`src/rtl/alu_issue_pkg.sv`:
```
// Shared definitions for the ALU issue/write-back sequencer: opcodes, FSM states
// and the bit layout of the 12-bit three-address instruction word.
package alu_issue_pkg;

    localparam int INSTR_W = 12;
    localparam int FIELD_W = 3;

    // Instruction word layout: {op, rd, rs, rt}
    localparam int OP_LSB = 9;
    localparam int RD_LSB = 6;
    localparam int RS_LSB = 3;
    localparam int RT_LSB = 0;

    localparam logic [FIELD_W-1:0] OP_ADD = 3'b000;
    localparam logic [FIELD_W-1:0] OP_SUB = 3'b001;
    localparam logic [FIELD_W-1:0] OP_AND = 3'b010;
    localparam logic [FIELD_W-1:0] OP_OR  = 3'b011;
    localparam logic [FIELD_W-1:0] OP_XOR = 3'b100;
    localparam logic [FIELD_W-1:0] OP_SLT = 3'b101;
    localparam logic [FIELD_W-1:0] OP_MUL = 3'b110;
    localparam logic [FIELD_W-1:0] OP_SHL = 3'b111;

    typedef enum logic [1:0] {
        S_IDLE = 2'd0,
        S_READ = 2'd1,
        S_EXEC = 2'd2,
        S_WB   = 2'd3
    } state_t;

endpackage

```
`src/rtl/alu_issue_seq_mul.sv`:
```
// Iterative shift-add multiplier: one bit of b per cycle, LSB first, keeping
// only the low WIDTH bits of the product.
module shift_add_mul #(
    parameter int WIDTH      = 8,
    parameter int MUL_CYCLES = 8
) (
    input  logic             Clk,
    input  logic             Rst,
    input  logic             start,
    input  logic [WIDTH-1:0] a,
    input  logic [WIDTH-1:0] b,
    output logic             busy,
    output logic [WIDTH-1:0] prod
);

    localparam int CW = (MUL_CYCLES > 1) ? $clog2(MUL_CYCLES) : 1;
    localparam logic [CW-1:0] LAST = CW'(MUL_CYCLES - 1);

    logic             running_q;
    logic [CW-1:0]    cnt_q;
    logic [WIDTH-1:0] a_q, b_q, acc_q;

    logic             active;
    logic [CW-1:0]    cnt_cur;
    logic [WIDTH-1:0] a_cur, b_cur, acc_cur;

    assign active = start || running_q;

    // Iteration 0 runs in the start cycle straight from a/b, so prod carries the
    // finished product during the last iteration and busy is already low there.
    always_comb begin
        // NOTE: every always_comb output gets a default first so no path can infer a latch.
        a_cur   = a_q;
        b_cur   = b_q;
        acc_cur = acc_q;
        cnt_cur = cnt_q;
        if (start) begin
            a_cur   = a;
            b_cur   = b;
            acc_cur = '0;
            cnt_cur = '0;
        end
        prod = acc_cur + (b_cur[0] ? a_cur : '0);
        busy = active && (cnt_cur != LAST);
    end

    always_ff @(posedge Clk) begin
        if (Rst) begin
            // NOTE: sequential state uses non-blocking assignments so every flop samples pre-edge values.
            running_q <= 1'b0;
            cnt_q     <= '0;
            a_q       <= '0;
            b_q       <= '0;
            acc_q     <= '0;
        end else if (active) begin
            acc_q     <= prod;
            a_q       <= a_cur << 1;
            b_q       <= b_cur >> 1;
            cnt_q     <= cnt_cur + 1'b1;
            running_q <= busy;
        end
    end

endmodule

```
`src/rtl/alu_issue_seq.sv`:
```
// Serial execute/write-back sequencer beside an 8x8 register file: accepts one
// instruction, reads operands, runs the ALU (multi-cycle MUL) and writes back.
module alu_issue_seq
    import alu_issue_pkg::*;
#(
    parameter int WIDTH      = 8,
    parameter int AW         = 3,
    parameter int MUL_CYCLES = 8
) (
    input  logic               Clk,
    input  logic               Rst,
    input  logic               instr_valid,
    output logic               instr_ready,
    input  logic [INSTR_W-1:0] instr,
    output logic [AW-1:0]      RX,
    output logic [AW-1:0]      RY,
    input  logic [WIDTH-1:0]   busX,
    input  logic [WIDTH-1:0]   busY,
    output logic [AW-1:0]      RW,
    output logic               WEN,
    output logic [WIDTH-1:0]   busW,
    output logic               done,
    output logic               flag_z,
    output logic               flag_c
);

    localparam int SHW = (WIDTH > 1) ? $clog2(WIDTH) : 1;

    state_t state_q, state_d;

    logic [FIELD_W-1:0] op_q;
    logic [WIDTH-1:0]   opa_q, opb_q;
    logic               exec_first_q;

    logic [WIDTH-1:0]   result_d;
    logic               carry_d;
    logic [WIDTH:0]     sum_w, diff_w;

    logic               accept;
    logic               mul_busy;
    logic [WIDTH-1:0]   mul_prod;

    assign accept = instr_valid && instr_ready;

    always_ff @(posedge Clk) begin
        if (Rst) state_q <= S_IDLE;
        else     state_q <= state_d;
    end

    always_comb begin
        state_d = state_q;
        case (state_q)
            S_IDLE: if (accept) state_d = S_READ;
            S_READ: state_d = S_EXEC;
            S_EXEC: if (op_q != OP_MUL || !mul_busy) state_d = S_WB;
            S_WB:   state_d = S_IDLE;
            default: state_d = S_IDLE;
        endcase
    end

    // Handshake and write strobes decode only the state register.
    always_comb begin
        instr_ready = (state_q == S_IDLE);
        WEN         = (state_q == S_WB);
        done        = (state_q == S_WB);
    end

    shift_add_mul #(
        .WIDTH      (WIDTH),
        .MUL_CYCLES (MUL_CYCLES)
    ) u_mul (
        .Clk   (Clk),
        .Rst   (Rst),
        .start (exec_first_q && (op_q == OP_MUL)),
        .a     (opa_q),
        .b     (opb_q),
        .busy  (mul_busy),
        .prod  (mul_prod)
    );

    // Bit WIDTH of the difference is the unsigned borrow (opA < opB).
    assign sum_w  = {1'b0, opa_q} + {1'b0, opb_q};
    assign diff_w = {1'b0, opa_q} - {1'b0, opb_q};

    always_comb begin
        result_d = '0;
        carry_d  = 1'b0;
        case (op_q)
            OP_ADD: {carry_d, result_d} = sum_w;
            OP_SUB: {carry_d, result_d} = diff_w;
            OP_AND: result_d = opa_q & opb_q;
            OP_OR:  result_d = opa_q | opb_q;
            OP_XOR: result_d = opa_q ^ opb_q;
            OP_SLT: result_d = {{(WIDTH-1){1'b0}}, ($signed(opa_q) < $signed(opb_q))};
            OP_MUL: result_d = mul_prod;
            OP_SHL: result_d = opa_q << opb_q[SHW-1:0];
            default: result_d = '0;
        endcase
    end

    always_ff @(posedge Clk) begin
        if (Rst) begin
            op_q         <= '0;
            RX           <= '0;
            RY           <= '0;
            RW           <= '0;
            opa_q        <= '0;
            opb_q        <= '0;
            exec_first_q <= 1'b0;
            busW         <= '0;
            flag_z       <= 1'b0;
            flag_c       <= 1'b0;
        end else begin
            exec_first_q <= (state_q == S_READ);
            if (accept) begin
                op_q <= instr[OP_LSB +: FIELD_W];
                RW   <= instr[RD_LSB +: AW];
                RX   <= instr[RS_LSB +: AW];
                RY   <= instr[RT_LSB +: AW];
            end
            if (state_q == S_READ) begin
                opa_q <= busX;
                opb_q <= busY;
            end
            // Result and flags land on the edge into WB so they are stable while WEN is high.
            if (state_q == S_EXEC && state_d == S_WB) begin
                busW   <= result_d;
                flag_z <= (result_d == '0);
                if (op_q == OP_ADD || op_q == OP_SUB) flag_c <= carry_d;
            end
        end
    end

endmodule

```
`config.mk`:
```
export PLATFORM = sky130hd
export DESIGN_NAME = alu_issue_seq
export DESIGN_NICKNAME = d
export VERILOG_FILES = /design/src/rtl/alu_issue_pkg.sv /design/src/rtl/alu_issue_seq_mul.sv /design/src/rtl/alu_issue_seq.sv
export SDC_FILE = /design/constraint.sdc
export NUM_CORES = 1
export LEC_CHECK = 0
export ABC_CLOCK_PERIOD_IN_PS = 6000
export CORE_MARGIN = 5
export CORE_UTILIZATION = 51
export CTS_CLUSTER_DIAMETER = 60
export DETAILED_ROUTE_END_ITERATION = 12
export HOLD_SLACK_MARGIN = 0.08
export PLACE_DENSITY = 0.84
export SLEW_MARGIN = 5
export SYNTH_ARGS = -nofsm -noshare
export SYNTH_HDL_FRONTEND = slang
export SYNTH_HIERARCHICAL = 1
export SYNTH_SLANG_ARGS = --single-unit
```
`constraint.sdc`:
```
create_clock -name Clk -period 6 [get_ports Clk]
set_clock_uncertainty 0.05 [all_clocks]
set_input_delay 1.2 -clock Clk [delete_from_list [all_inputs] [get_ports Clk]]
set_output_delay 1.2 -clock Clk [all_outputs]
set_load 0.01 [all_outputs]
```
Word-level counts from Yosys, hierarchy flattened:

Index checks and enable logic that the tools add are counted.

* register bits: 67
* output and inout port bits: 22
* ROM bits: 0
* word-level logic and storage cells: 60
* memories: 0
* bits of input ports: 31
* bits in writable memories: 0
* bits in latches: 0

* divide/modulo/power cells: 0
* shift-type cells: 1
* add/subtract/negate cells: 4
* reductions and logical operators: 12
* magnitude comparators: 1
* mux-type cells: 10
* multipliers: 0
* equal/unequal tests: 13
* bitwise operators: 3

Operators with widths (number)
* one-hot mux 8 bit (8 select lines): 1
* two-way mux 8 bit: 4
* == test 3 bit, second input constant: 4
* adder 8 x 8 -> 9 bit: 1
* subtractor 8 x 8 -> 9 bit: 1
* adder 8 bit: 1
* AND 8 bit: 1
* logical NOT 8 bit: 1
* < comparator 8 bit: 1
* bitwise OR 8 bit: 1
* one-hot mux 2 bit (4 select lines): 1
* left shift 8 x 3 -> 8 bit: 1
* bitwise XOR 8 bit: 1
* == test 2 bit, second input constant: 3
* == test 3 x 2 -> 1 bit, second input constant: 2
* inequality test 3 bit, second input constant: 2
* logical AND 1 bit: 4
* two-way mux 2 bit: 2
* adder 3 x 1 -> 3 bit, second input constant: 1
* == test 3 x 1 -> 1 bit, second input constant: 1
* logical NOT 3 bit: 1
* logical OR 1 bit: 3
* two-way mux 3 bit: 1
* == test 2 x 1 -> 1 bit, second input constant: 1
* 4 further kinds: 4

Logic depth before layout (Yosys ltp):

* depth in word-level cells: 12
* gate-level depth with buffers: 21
* mapped depth without buffers: 17

Cells and area by module:

Netlist, hierarchy kept.

Modules (own cells, without submodules)
* alu_issue_seq: instances 1, area an instance 3249.4 sq um, sequential area each 820.8 sq um, cells an instance 393
* shift_add_mul: instances 1, area an instance 1612.8 sq um, sequential area each 520.5 sq um, cells an instance 203

Worst setup path after synthesis:

OpenSTA, ideal clock, no wires.

* path type: register to register
* from: register op_q[2]
* to: register busW[6]
* buffers on the path: 5
* required time: 5.880 ns
* setup slack: 1.955 ns
* library setup time: 0.070 ns
* data arrival time: 3.924 ns
* period minus slack after synthesis: 4.045 ns
* stages on the path, launching flop included: 22
* cells stage by stage: dfxtp_1 buf_6 buf_2 buf_1 and4_1 buf_6 clkbuf_1 nor2b_1 ha_1 fa_1 a21o_1 a211oi_1 nor2_1 nor2_1 xnor2_1 mux2i_1 a21oi_1 o21a_1 nor3b_1 o21a_1 or4_1 a21oi_1

* elaborated cells on any way between the ends: 26
* classes of those cells: add/sub: 1; eq/ne: 10; mux: 8; reduce/logical: 7

RTL lines
* from (decl): line alu_issue_seq.sv:31 `logic [FIELD_W-1:0] op_q;`
* from (signal assigned): line alu_issue_seq.sv:116 `op_q <= instr[OP_LSB +: FIELD_W];`
* == test 3 bit (*): line alu_issue_seq.sv:74 `.start (exec_first_q && (op_q == OP_MUL)),`
* logical AND 1 bit (*): line alu_issue_seq.sv:74
* two-way mux 8 bit: line alu_issue_seq_mul.sv:37 `if (start) begin`
* two-way mux 8 bit: line alu_issue_seq_mul.sv:43 `prod = acc_cur + (b_cur[0] ? a_cur : '0);`
* adder 8 bit (*): line alu_issue_seq_mul.sv:43
* via mul_prod[6]: line alu_issue_seq.sv:41 `logic [WIDTH-1:0] mul_prod;`
* one-hot mux 8 bit (8 select lines) (*): line alu_issue_seq.sv:88 `case (op_q)`
* to (signal assigned): line alu_issue_seq.sv:127 `busW <= result_d;`
* to (decl): line alu_issue_seq.sv:21 `output logic [WIDTH-1:0] busW,`

The timed path passes the listed nets; every way through them passes the cells marked *.
A chain may end at the register's enable or synchronous reset.

Final worst setup path:

* from: register op_q[0]
* to: register busW[6]

Same word-level chain as after synthesis.

==> impl_results.md <==
- Fin area: roughly 0.0055 mm^2
- Net Switching: about 560 uW
- Gates resized, CTS repair: 0
- EDFF count, synth: 0
- # hold bufs at CTS: 0
- Initial antenna violation count: 0
- Fin. Hold Viols: 0
- Max Root-Sink Buffers: 2
- Final Slew Violations: 0
- Global-route wire length before repair: around 21 mm
- Hold path depth: 2
- Measured slew at the worst slew-check pin: between 1000 and 1500 ps
- Worst setup EP type: flip-flop
- Routed wire length: about 13 mm
- Tot Pwr: 1.50 mW
- Clk network pwr share: 0.287
- Root buffer cell: clkbuf_8
- Number of global-route vias before repair: around 4300
- Net Count, Synth: 668
- Layout cells sized above 1: 0.0841
- Flop pwr share: 0.354
- Core area: around 0.0093 mm^2
- Top_reg_cell synth: dfxtp_1
- First-pass detailed-route iteration total: 5
- Setup CP Type: reg2reg
- Max VDD drop: about 0.19 mV
- Number of diodes: 0
- Dpl ws: about 1900 ps
- Peak Freq: approximately 240 MHz
- Total track usage: 0.226
- Fillers: roughly 830
- Dpl cells: 743
- Final Non-Filler Cells: 759
- FF+latch count, synth: 67
- HPWL after detailed placement: 9.29 mm
- Status: complete, no violations
- Worst skew pair latency: 360 ps
- Crit start category: flip-flop
- Logic gate share of total power: 0.359
- Req. time, crit path: 6240 ps
- DIE AREA: 0.0116 mm^2
- Worst rel slew slack: 0.265
- Pwr dens: around 270 mW/mm^2
- Num CTS Buffers: 9
- I/O pin count: between 50 and 60
- Die W: about 110 um
- Post-layout util: 0.596
- Hold Path End: u_mul/acc_q[4]
- GR Overflow Total: 0
- Reg clk slew, reported paths: roughly 80 ps
- Leak: ~2.1 nW
- Cells after Synth: ~600
- Syn_area_per_cell: 8.16 um^2
- Max-cap violation count: 0
- Post-Route Setup TNS: 0 ps
- Sw Ratio: 0.372
- R2R setup slack: around 1800 ps
- Clk sinks: 67
- Worst Path Max Fanout: 27
- Row count: 35
- Share of the yosys chip area belonging to registers: 0.276
- Gpl congestion: slightly below 0.9
- Number of H-tree levels: 3
- R2R cell count: 16
- Cell Area, Placed: around 0.0053 mm^2
- Setup violators final: 0
- Setup ws final: 1820 ps
- Starting density of the core: 0.524
- Die Ht: 108 um
- Largest net degree at the start of global routing: 71
- Vias: about 4500
- Ratio of final minimum period to clock period: 0.697
- Int Power: around 940 uW
- Min Hold Slack: between 400 and 500 ps
- # DRC: 0
- Syn. warnings: 6
- Synth-to-Final Area Change: 13.8%
- CTS tree: done
- Post-synthesis cell type count: between 80 and 90
- Reg2Reg Capture Point: busW[6]
- Worst r2r src: op_q[0]
- Post-synthesis cell area: a little under 0.005 mm^2
- DRT iter0 DRCs: 347
- Worst min-delay path startpoint: u_mul/acc_q[4]
- Post-CTS Setup Bufs: 0
- IO buf count: 52
- Antenna Nets Post-Route: 0
- Fin nets: around 700
- Arrival time worst endpoint: ~4400 ps
- Via/cell ratio: 5.91
- Worst hold-check path type: reg2reg
- RSZ-0062 raised after global routing: no
- DR WL/cell: 17.1 um
- FFs w/ async S/R, synth: 0
- Final min period: around 4200 ps
cell usage in the layout (no fill, tap or decap), types with 5 or more instances in the layout:
master	instances
buf_4	7
nand3_1	18
clkbuf_8	9
nand2_1	68
o21ai_0	21
mux2i_1	36
nor2_1	66
mux2_2	7
clkdlybuf4s50_1	51
dfxtp_1	67
inv_1	29
nor3_1	9
nor2b_1	17
ha_1	38
o21a_1	7
a21oi_1	54
nand4_1	5
critical path, stage by stage (launching register included):
cell      delay, ps
dfxtp_1         320
inv_2           110
and4_1          740
o21ai_0         350
fa_1            520
a21o_1          190
a211oi_1        230
nor2_1          100
nor2_1          120
xnor2_1         150
mux2i_1          90
a21oi_1         150
o21a_1          190
nor3b_1          80
o21a_1          190
or4_1           400
a21oi_1         140
sequential cells by signal (all words and copies together) (netlist names):
register and cells:
opb_q 8, flag_c 1, op_q 3, u_mul/b_q 7, u_mul/acc_q 8, RW 3
u_mul/running_q 1, busW 8, exec_first_q 1, u_mul/cnt_q 3, state_q 2, RX 3
RY 3, opa_q 8, flag_z 1, u_mul/a_q 7
cell families after synthesis:
logic type	Yosys count	synth area share
compound gates	143	0.202
xor+xnor	8	0.0144
fa+ha+maj	41	0.110
buf+inv	72	0.0821
flops	67	0.276
mux	46	0.102
simple gates	219	0.214
synthesized netlist by cell type, types with 4 or more instances:
cell type  number  area share
a211oi_1        4      0.0062
clkbuf_1       16       0.012
xnor2_1         4      0.0072
buf_4           4      0.0062
buf_6           8       0.019
nand4_1         5      0.0064
o21ai_0        21       0.022
and3_1          4      0.0051
buf_2           6      0.0062
nand3_1        18       0.019
o21a_1          7       0.011
ha_1           38       0.098
a21oi_1        54       0.056
o21ai_1         4      0.0041
inv_1          29       0.022
a31oi_1         4      0.0051
dfxtp_1        67        0.28
a311oi_1        4      0.0072
nand2b_1        4      0.0051
nor2_1         66       0.051
mux2i_1        36       0.074
nor3b_1         4      0.0062
mux2_2          7       0.016
xor2_1          4      0.0072
or3_1           4      0.0051
nor3_1          9      0.0093
nand2_1        68       0.052
nor2b_1        17       0.022
worst max-delay path by stage:
stage            start       to  slack, ps  depth (start not counted)
2_1_floorplan  op_q[2]  busW[6]       1960                         21
3_3_place_gp   op_q[0]  busW[6]       1950                         16
3_5_place_dp   op_q[0]  busW[6]       1890                         16
4_1_cts        op_q[0]  busW[6]       1870                         16
5_1_grt        op_q[0]  busW[6]       1530                         16
6_report       op_q[0]  busW[6]       1820                         16
power by group through the flow:
stage / Combinational (mW) / Sequential [mW] / Clock [mW]
4_1_cts: 0.532 / 0.529 / 0.434
3_3_place_gp: 0.510 / 0.537 / 0
3_5_place_dp: 0.527 / 0.539 / 0
5_1_grt: 0.590 / 0.536 / 0.457
6_report: 0.539 / 0.531 / 0.431
2_1_floorplan: 0.395 / 0.524 / 0
cell type report:
| cell class | instances | area, um^2 | share of cell area |
|---|---|---|---|
| clock buffers | 9 | 124 | 0.0224 |
| clock inverters | 7 | 98.8 | 0.0179 |
| inverters | 31 | 119 | 0.0215 |
| multi-input cells | 457 | 3120 | 0.564 |
| flip-flops and latches | 67 | 1340 | 0.242 |
| well taps | 129 | 161 | 0.0292 |
| repair buffers | 59 | 568 | 0.103 |
per-layer routing:
metal / vias up / wire length, um / GRT usage
li1: 2151 / - / -
met1: 2149 / 5490 / 0.285
met2: 170 / 6440 / 0.391
met3: 19 / 790 / 0.0372
met4: 0 / 249 / 0.0739
met5: - / 0 / 0
No activity file was read; power rests on OpenSTA's default activity.
